==> src/rtl/operand_stage_sb.sv <==
// rtl/operand_stage_sb.sv - operand fetch stage with scoreboard hazard stall and ID/EX register
module operand_stage_sb #(
  parameter int REGI_BITS = 4,
  parameter int VECT_BITS = 2,
  parameter int REGI_SIZE = 16,
  parameter int VECT_SIZE = 8,
  parameter int ELEM_SIZE = 8,
  parameter int CTRL_W    = 24,
  parameter int PC_REG    = 15,
  parameter int STALL_W   = 16
) (
  input  logic                           clk,
  input  logic                           rst,
  input  logic                           in_valid_i,
  output logic                           in_ready_o,
  input  logic [REGI_SIZE-1:0]           pc_i,
  input  logic [CTRL_W-1:0]              ctrl_i,
  input  logic [2*REGI_BITS-1:0]         int_src_i,
  input  logic [1:0]                     int_src_en_i,
  input  logic [2*VECT_BITS-1:0]         vec_src_i,
  input  logic [1:0]                     vec_src_en_i,
  input  logic [REGI_BITS-1:0]           int_dst_i,
  input  logic                           int_dst_en_i,
  input  logic [VECT_BITS-1:0]           vec_dst_i,
  input  logic                           vec_dst_en_i,
  input  logic                           int_we_i,
  input  logic [REGI_BITS-1:0]           int_wa_i,
  input  logic [REGI_SIZE-1:0]           int_wd_i,
  input  logic                           vec_we_i,
  input  logic [VECT_BITS-1:0]           vec_wa_i,
  input  logic [ELEM_SIZE*VECT_SIZE-1:0] vec_wd_i,
  input  logic                           flush_i,
  output logic                           out_valid_o,
  input  logic                           out_ready_i,
  output logic [REGI_SIZE-1:0]           intOper1_o,
  output logic [REGI_SIZE-1:0]           intOper2_o,
  output logic [ELEM_SIZE*VECT_SIZE-1:0] vOper1_o,
  output logic [ELEM_SIZE*VECT_SIZE-1:0] vOper2_o,
  output logic [REGI_SIZE-1:0]           pc_o,
  output logic [CTRL_W-1:0]              ctrl_o,
  output logic [REGI_BITS-1:0]           int_dst_o,
  output logic                           int_dst_en_o,
  output logic [VECT_BITS-1:0]           vec_dst_o,
  output logic                           vec_dst_en_o,
  output logic [STALL_W-1:0]             stall_cnt_o
);

  localparam int NREG = 1 << REGI_BITS;
  localparam int NVEC = 1 << VECT_BITS;
  localparam int VW   = ELEM_SIZE * VECT_SIZE;
  localparam logic [REGI_BITS-1:0] PC_IDX = REGI_BITS'(PC_REG);

  logic [REGI_SIZE-1:0] int_rf [NREG];
  logic [VW-1:0]        vec_rf [NVEC];
  logic [NREG-1:0]      int_busy, int_set, int_clr;
  logic [NVEC-1:0]      vec_busy, vec_set, vec_clr;

  logic [REGI_BITS-1:0] isrc1, isrc2;
  logic [VECT_BITS-1:0] vsrc1, vsrc2;
  logic [REGI_SIZE-1:0] iop1, iop2;
  logic [VW-1:0]        vop1, vop2;
  logic                 hazard;
  logic                 issue;

  assign isrc1 = int_src_i[REGI_BITS-1:0];
  assign isrc2 = int_src_i[2*REGI_BITS-1:REGI_BITS];
  assign vsrc1 = vec_src_i[VECT_BITS-1:0];
  assign vsrc2 = vec_src_i[2*VECT_BITS-1:VECT_BITS];

  // Operand read: PC index overrides everything, then write-back bypass, then storage
  always_comb begin
    iop1 = int_rf[isrc1];
    iop2 = int_rf[isrc2];
    vop1 = vec_rf[vsrc1];
    vop2 = vec_rf[vsrc2];
    if (int_we_i && int_wa_i == isrc1) iop1 = int_wd_i;
    if (int_we_i && int_wa_i == isrc2) iop2 = int_wd_i;
    if (isrc1 == PC_IDX) iop1 = pc_i;
    if (isrc2 == PC_IDX) iop2 = pc_i;
    if (vec_we_i && vec_wa_i == vsrc1) vop1 = vec_wd_i;
    if (vec_we_i && vec_wa_i == vsrc2) vop2 = vec_wd_i;
  end

  // Hazard: a needed register is busy and its result is not arriving this cycle
  always_comb begin
    hazard = 1'b0;
    if (int_src_en_i[0] && isrc1 != PC_IDX && int_busy[isrc1] &&
        !(int_we_i && int_wa_i == isrc1)) hazard = 1'b1;
    if (int_src_en_i[1] && isrc2 != PC_IDX && int_busy[isrc2] &&
        !(int_we_i && int_wa_i == isrc2)) hazard = 1'b1;
    if (vec_src_en_i[0] && vec_busy[vsrc1] &&
        !(vec_we_i && vec_wa_i == vsrc1)) hazard = 1'b1;
    if (vec_src_en_i[1] && vec_busy[vsrc2] &&
        !(vec_we_i && vec_wa_i == vsrc2)) hazard = 1'b1;
    if (int_dst_en_i && int_busy[int_dst_i] &&
        !(int_we_i && int_wa_i == int_dst_i)) hazard = 1'b1;
    if (vec_dst_en_i && vec_busy[vec_dst_i] &&
        !(vec_we_i && vec_wa_i == vec_dst_i)) hazard = 1'b1;
  end

  assign in_ready_o = rst && !hazard && !flush_i && (!out_valid_o || out_ready_i);
  assign issue      = in_valid_i && in_ready_o;

  // Scoreboard set/clear masks; a flushed entry gives back its destination
  always_comb begin
    int_set = '0;
    int_clr = '0;
    vec_set = '0;
    vec_clr = '0;
    if (issue && int_dst_en_i) int_set[int_dst_i] = 1'b1;
    if (issue && vec_dst_en_i) vec_set[vec_dst_i] = 1'b1;
    if (int_we_i) int_clr[int_wa_i] = 1'b1;
    if (vec_we_i) vec_clr[vec_wa_i] = 1'b1;
    if (flush_i && out_valid_o && int_dst_en_o) int_clr[int_dst_o] = 1'b1;
    if (flush_i && out_valid_o && vec_dst_en_o) vec_clr[vec_dst_o] = 1'b1;
  end

  // Register files and busy bits; a same-cycle set beats a clear
  always_ff @(posedge clk) begin
    if (!rst) begin
      for (int i = 0; i < NREG; i++) int_rf[i] <= '0;
      for (int i = 0; i < NVEC; i++) vec_rf[i] <= '0;
      int_busy <= '0;
      vec_busy <= '0;
    end else begin
      if (int_we_i) int_rf[int_wa_i] <= int_wd_i;
      if (vec_we_i) vec_rf[vec_wa_i] <= vec_wd_i;
      int_busy <= (int_busy & ~int_clr) | int_set;
      vec_busy <= (vec_busy & ~vec_clr) | vec_set;
    end
  end

  // ID/EX register: load on issue, drop when consumed or flushed, else hold
  always_ff @(posedge clk) begin
    if (!rst) begin
      out_valid_o  <= 1'b0;
      intOper1_o   <= '0;
      intOper2_o   <= '0;
      vOper1_o     <= '0;
      vOper2_o     <= '0;
      pc_o         <= '0;
      ctrl_o       <= '0;
      int_dst_o    <= '0;
      int_dst_en_o <= 1'b0;
      vec_dst_o    <= '0;
      vec_dst_en_o <= 1'b0;
    end else if (issue) begin
      out_valid_o  <= 1'b1;
      intOper1_o   <= iop1;
      intOper2_o   <= iop2;
      vOper1_o     <= vop1;
      vOper2_o     <= vop2;
      pc_o         <= pc_i;
      ctrl_o       <= ctrl_i;
      int_dst_o    <= int_dst_i;
      int_dst_en_o <= int_dst_en_i;
      vec_dst_o    <= vec_dst_i;
      vec_dst_en_o <= vec_dst_en_i;
    end else if (flush_i || out_ready_i) begin
      out_valid_o  <= 1'b0;
    end
  end

  // Saturating count of cycles an offered instruction was held back
  always_ff @(posedge clk) begin
    if (!rst) begin
      stall_cnt_o <= '0;
    end else if (in_valid_i && !in_ready_o && !(&stall_cnt_o)) begin
      stall_cnt_o <= stall_cnt_o + 1'b1;
    end
  end

endmodule
==> config.mk <==
export PLATFORM = sky130hd
export DESIGN_NAME = operand_stage_sb
export DESIGN_NICKNAME = d
export VERILOG_FILES = /design/src/rtl/operand_stage_sb.sv
export SDC_FILE = /design/constraint.sdc
export NUM_CORES = 1
export LEC_CHECK = 0
export ABC_CLOCK_PERIOD_IN_PS = 3650
export BUFFER_PORTS_ARGS = -buffer_cell sky130_fd_sc_hd__buf_2
export CORE_MARGIN = 2
export CORE_UTILIZATION = 24
export DETAILED_ROUTE_END_ITERATION = 7
export SYNTH_ARGS = -nofsm -noshare
export SYNTH_HDL_FRONTEND = slang
export SYNTH_SLANG_ARGS = --single-unit
==> constraint.sdc <==
create_clock -name clk -period 3.65 [get_ports clk]
set_input_delay 1.095 -clock clk [delete_from_list [all_inputs] [get_ports clk]]
set_output_delay 1.095 -clock clk [all_outputs]
set_load 0.05 [all_outputs]
==> results.tsv, run 1 <==
metric	value	unit
io pins	383	
first-pass GRT wire length	183000	um
Yosys warning count	0	
Core ar.	152000	um^2
Routed WL	124000	um
Hold WC Path Type	flop to flop	
# rows	143	
Post-DP HPWL	86400	um
area grow syn2layout	22.9	%
CP Launch Type	input pin	
Pleak	16.8	nW
Hold WS	0.448	ns
combinational power share	14.6	%
clk sinks	757	
Die W	395	um
die height	395	um
final weighted congestion in routability-driven placement	0.923	
DR DRC count	0	
syn avg cell area	11.9	um^2
Clock Power Share	39.5	%
dpl ws	-0.599	ns
post-synthesis cell count	3101	
Placed Cells incl. Taps	5440	
sw frac	27.6	%
crit-path most repeated cell	buf_12	
fin area	45200	um^2
post-route ant nets	0	
total CTS buffers	84	
sequential fraction of the synthesis area	55.2	%
RSZ-0062 raised after global routing	true	
crit end category	primary output	
Slew HR	27.5	%
Via density	4.91	
starting density of the core	24.2	%
Max Clock Freq	247	MHz
Slew Viols, Final	0	
DIE AREA	156000	um^2
worst setup margin	-0.396	ns
final setup fails	1	
syn_nets	3259	
drt pass-1 iters	5	
root buf cell	clkbuf_16	
Sequential Power Share	45.9	%
max-cap viol count	0	
number of port buffers	382	
Final #Nets	3655	
crit path max-delay cell type	mux4_2	
prevailing post-synth register cell	edfxtp_1	
Pint	0.0158	W
register bit count reported by yosys	757	
CTS tree	done	
violated checks	setup timing	
CTS H-tree lvls	3	
Unique masters post-synth	52	
clk_lat worst skew	0.71	ns
Tightest Pin Transition	1.09	ns
largest net degree at the start of global routing	117	
final core occ	29.7	%
DP Area	42300	um^2
outcome	complete, but fails checks	
Routed wire per std cell	22.2	um
Max IR drop VDD	0.000322	V
cell area after synthesis	36800	um^2
required time of the worst setup path	2.55	ns
ys async rst share	0	%
global route overflow	0	
clock-pin slew on the worst setup and hold paths	0.06	ns
power density over the cells	482	nW/um^2
max incr delay on CP	0.51	ns
post-route insts no fill	5600	
final hold violation count	0	
vias in the first global route	26880	
share of layout cells above drive strength 1	29.8	%
final cycle utilization of the critical path	111	%
Clock Path Buffers	3	
GRT Util Overall	15.6	%
maximum fanout along the worst path	4	
initial antenna violation count	20	
clk_skew	0.0322	ns
Critical Path AT	2.95	ns
EDFF count, synth	512	
fillers	15526	
NetSw	0.00601	W
CP Class	input pin to primary output	
Vias	27473	
DRT iter0 DRCs	2774	
Tmin final	4.05	ns
Critical Path, Cell by Cell	buf_12, mux4_2, mux2_4, a32oi_2, o32ai_4, nor2_4, buf_12	
## kinds of logic after synthesis
logic type	synth area share, %
xor+xnor	0.453
mux	17.8
simple gates	15.2
compound gates	7.48
fa+ha+maj	0.0340
buf+inv	3.88
flops	55.2
## synth_stat cells, drive strengths merged, types with 4 or more instances
library cell  instances  area (um^2)
edfxtp              512        15400
or2                   9         56.3
dfxtp               245         4900
mux2                 34          383
o221ai               16          140
o21ai               155          776
o2111ai              35          307
a211oi                6         45.0
buf                  89          400
nor4                  5         31.3
mux4                270         6080
nor2                398         1490
o21a                  4         30.0
and2                257         1610
a21oi               156          781
o31ai                25          188
mux2i                 7         70.1
nand2b               15         93.8
nand4                 6         37.5
a211o                12          105
clkbuf              182          684
inv                  91          342
nor3                 19         95.1
nand3               211         1060
o22ai                16          100
a31oi                 4         25.0
a311o                 4         40.0
o41ai                10          110
or3                   5         31.3
and3                  5         31.3
nand2               250          938
xor2                 16          140
## worst max-delay path, delay by kind of cell
kind,cells,cell delay [ns]
buffers and inverters,2,0.29
muxes,2,0.79
and+or+nand+nor,1,0.37
AOI/OAI and AO/OA,2,0.39
## flip-flops by register name, indices dropped and copies added, names as in the netlist, 16 cells and up
name	count
stall_cnt_o	16
intOper1_o	16
vec_rf	256
intOper2_o	16
int_busy	16
int_rf	256
ctrl_o	24
vOper1_o	64
pc_o	16
vOper2_o	64
## cell usage in the layout (no fill, tap or decap), types with 5 or more instances in the layout
master / count
mux2_2: 33
o41ai_1: 6
o21ai_2: 10
buf_2: 372
buf_4: 163
clkinv_4: 5
nand4_1: 6
nand2_1: 246
o31ai_1: 25
inv_6: 6
clkinv_2: 13
clkbuf_16: 84
mux2i_1: 7
clkbuf_1: 19
or2_2: 8
o22ai_1: 16
o21ai_0: 136
nor4_1: 5
edfxtp_1: 512
and2_1: 257
xor2_1: 16
buf_12: 40
dfxtp_1: 245
inv_1: 90
clkbuf_8: 14
a211o_1: 12
nor2_1: 396
o2111ai_1: 35
nand3_1: 211
nand2b_1: 13
o21ai_1: 9
o221ai_1: 16
mux4_2: 270
nor3_1: 17
and3_1: 5
a21oi_1: 156
a211oi_1: 6
## metal layers
| metal | routed length, um | vias to the layer above | part of all wire [%] | GRT usage, % |
|---|---|---|---|---|
| met5 | 115 | - | 0.092 | 0 |
| met4 | 3260 | 18 | 2.6 | 4.41 |
| met3 | 12600 | 217 | 10 | 4.64 |
| met2 | 57900 | 1296 | 47 | 24.8 |
| met1 | 50500 | 13714 | 41 | 20.4 |
| li1 | - | 12228 | - | - |
## power by group through the flow
stage               clock [W]  combinational, W  sequential (W)
finish                0.00860           0.00319          0.0100
global route          0.00907           0.00337          0.0101
CTS                   0.00875           0.00319         0.00999
detailed placement          0           0.00317          0.0102
global placement            0           0.00316          0.0101
floorplan                   0           0.00151          0.0106
## stage by stage
step                      setup TNS (ns)  total power, W
after floorplan                   -19.61          0.0121
after global placement            -39.48          0.0133
after detailed placement          -45.65          0.0133
after CTS                         -0.419          0.0219
after global routing              -0.445          0.0225
final                             -0.396          0.0218
## area by class of cell
type	instances	area [um^2]	area share [%]
antenna	2	5.00	0.0111
tap	2030	2540	5.62
inverter	91	342	0.756
multi-input combinational	1982	15300	33.8
timing repair buffer	581	3970	8.78
sequential	757	20300	44.9
clock inverter	37	389	0.861
clock buffer	120	2380	5.28
## path summary, 6_finish.rpt
check,start,to,slack [ns],cells past startpoint
min,ctrl_o[11],ctrl_o[11],0.45,2
min reg2reg,ctrl_o[11],ctrl_o[11],0.45,2
max reg2reg,int_busy[14],int_busy[7],0.60,10
max,int_src_i[5],in_ready_o,-0.40,7
## timing repair
action / in CTS / in global routing
endpoints found under the setup margin: 1 / 1
resized for setup: 25 / 0
pin swaps: 6 / 3
setup buffers: 2 / 0
hold buffers: 0 / 0
(Power assumes the default switching activity.)
==> inputs of run 2 (changes only) <==
--- a/config.mk
+++ b/config.mk
@@ -5,7 +5,7 @@
 export SDC_FILE = /design/constraint.sdc
 export NUM_CORES = 1
 export LEC_CHECK = 0
-export ABC_CLOCK_PERIOD_IN_PS = 3650
+export ABC_CLOCK_PERIOD_IN_PS = 5000
 export BUFFER_PORTS_ARGS = -buffer_cell sky130_fd_sc_hd__buf_2
 export CORE_MARGIN = 2
 export CORE_UTILIZATION = 24
==> constraint.sdc (replaced) <==
create_clock -name clk -period 5 [get_ports clk]
set_input_delay 1.5 -clock clk [delete_from_list [all_inputs] [get_ports clk]]
set_output_delay 1.5 -clock clk [all_outputs]
set_load 0.05 [all_outputs]
==> run 2 against run 1 <==
Combinational power is 30% lower. The flow still finishes with violations (setup timing). Non-clock buffer count down 79. Critical endpoint unchanged. Register-to-register slack improved by 0.91 ns.
==> results.tsv, run 2 (synthesis results as in run 1) <==
metric	value	unit
power density over the cells	359	nW/um^2
Slew HR	30.9	%
die height	395	um
Power Total	0.0160	W
final cycle utilization of the critical path	104	%
Core ar.	152000	um^2
Slew Viols, Final	0	
Top Registers	int_rf (256), vec_rf (256)	
post-route ant nets	0	
CTS tree	done	
final setup fails	1	
sw frac	27.9	%
violated checks	setup timing	
worst setup margin	-0.192	ns
initial antenna violation count	24	
RSZ-0062 raised after global routing	true	
CP Class	input pin to primary output	
final setup TNS	-0.192	ns
crit-path most repeated cell	buf_12	
Critical Path, Cell by Cell	buf_12, mux4_2, o311ai_2, nand4_1, buf_6, a31o_4, nor2_4, buf_12, buf_12	
crit path to	in_ready_o	
Clock Path Buffers	3	
final core occ	29.2	%
Die W	395	um
leading cell type in the layout, fill and taps excluded	edfxtp_1	
DIE AREA	156000	um^2
Pleak	16.3	nW
Sequential Power Share	45.7	%
Post-DP HPWL	85300	um
max-cap viol count	0	
CTS H-tree lvls	3	
# rows	143	
final hold violation count	0	
Tmin final	5.19	ns
Buf/Inv on CP	4	
max incr delay on CP	0.51	ns
CP Launch Type	input pin	
Via density	4.92	
Final #Nets	3576	
required time of the worst setup path	3.50	ns
Placed Cells incl. Taps	5360	
clk sinks	757	
root buf cell	clkbuf_16	
DRT iter0 DRCs	3090	
Critical Path AT	3.69	ns
Max Clock Freq	193	MHz
io pins	383	
NetSw	0.00444	W
clk_lat worst skew	0.72	ns
Pint	0.0115	W
number of port buffers	382	
flop-to-flop setup slack	1.51	ns
Tightest Pin Transition	1.03	ns
area grow syn2layout	21.0	%
final weighted congestion in routability-driven placement	0.927	
DR DRC count	0	
combinational power share	14.0	%
outcome	complete, but fails checks	
maximum fanout along the worst path	2	
global route overflow	0	
largest net degree at the start of global routing	140	
Clock Power Share	40.2	%
Vias	27188	
crit path max-delay cell type	mux4_2	
starting density of the core	24.2	%
R2R cell count	9	
FF-to-FF Start	vec_busy[0]	
Max IR drop VDD	0.000281	V
first-pass GRT wire length	184000	um
worst reg2reg path endpoint	int_busy[4]	
WP depth	9	
Crit path max-delay family	buffers and inverters	
hold buffer count at cts	0	
Hold WS	0.449	ns
GRT Util Overall	15.7	%
Routed WL	126000	um
crit end category	primary output	
crit path from	vec_src_i[2]	
clock-pin slew on the worst setup and hold paths	0.06	ns
vias in the first global route	26594	
total CTS buffers	84	
drt pass-1 iters	8	
post-route insts no fill	5523	
clk_skew	0.0582	ns
share of layout cells above drive strength 1	28.2	%
most frequent cells in the layout	edfxtp_1, nor2_1, buf_2	
Routed wire per std cell	22.8	um
Hold WC Path Type	flop to flop	
run 2: power by group through the flow:
stage | sequential (W) | combinational [W] | clock [W]
after floorplan | 0.00773 | 0.00110 | 0
after global placement | 0.00740 | 0.00221 | 0
after detailed placement | 0.00743 | 0.00223 | 0
after CTS | 0.00730 | 0.00224 | 0.00653
after global routing | 0.00734 | 0.00236 | 0.00677
final | 0.00730 | 0.00224 | 0.00642
run 2: area by class of cell:
cell class	instances	area (um^2)
timing repair buffer	502	3160
clock inverter	37	485
antenna	4	10.0
multi-input combinational	1982	15300
tap	2030	2540
fill	15679	108000
sequential	757	20300
inverter	91	342
clock buffer	120	2380
run 2: worst register-to-register path, delay by kind of cell (launching register included):
family                 cells  cell delay, ns
AND/OR/NAND/NOR            2            1.01
multiplexers               1            0.49
flip-flops                 1            0.35
buffers and inverters      3            0.79
AO/OA/AOI/OAI              3            0.70
run 2: layer usage:
| metal | wire, um | GRT usage, % | vias up |
|---|---|---|---|
| li1 | - | - | 12060 |
| met1 | 51700 | 21.0 | 13513 |
| met2 | 58100 | 24.9 | 1366 |
| met3 | 12500 | 4.10 | 225 |
| met4 | 3430 | 4.46 | 24 |
| met5 | 148 | 0 | - |
run 2: metrics by stage:
step	area (um^2)	setup WS [ns]
after CTS	44400	-0.133
after global routing	44500	-0.249
after floorplan	36800	0.213
after detailed placement	41500	-0.396
after global placement	41500	-0.406
final	44500	-0.192
run 2: worst min path at each step:
stage | depth (start not counted) | to | start
floorplan | 2 | vec_busy[2] | vec_busy[2]
global placement | 2 | ctrl_o[9] | ctrl_o[9]
detailed placement | 2 | ctrl_o[9] | ctrl_o[9]
CTS | 2 | ctrl_o[9] | ctrl_o[9]
global route | 2 | pc_o[7] | pc_o[7]
finish | 2 | ctrl_o[9] | ctrl_o[9]
run 2: repair_timing:
item | 4_1_cts | 5_1_grt
gates cloned | 0 | 0
endpoints found under the setup margin | 1 | 1
setup buffers | 1 | 1
pin swaps | 3 | 2
gates resized for setup | 16 | 3
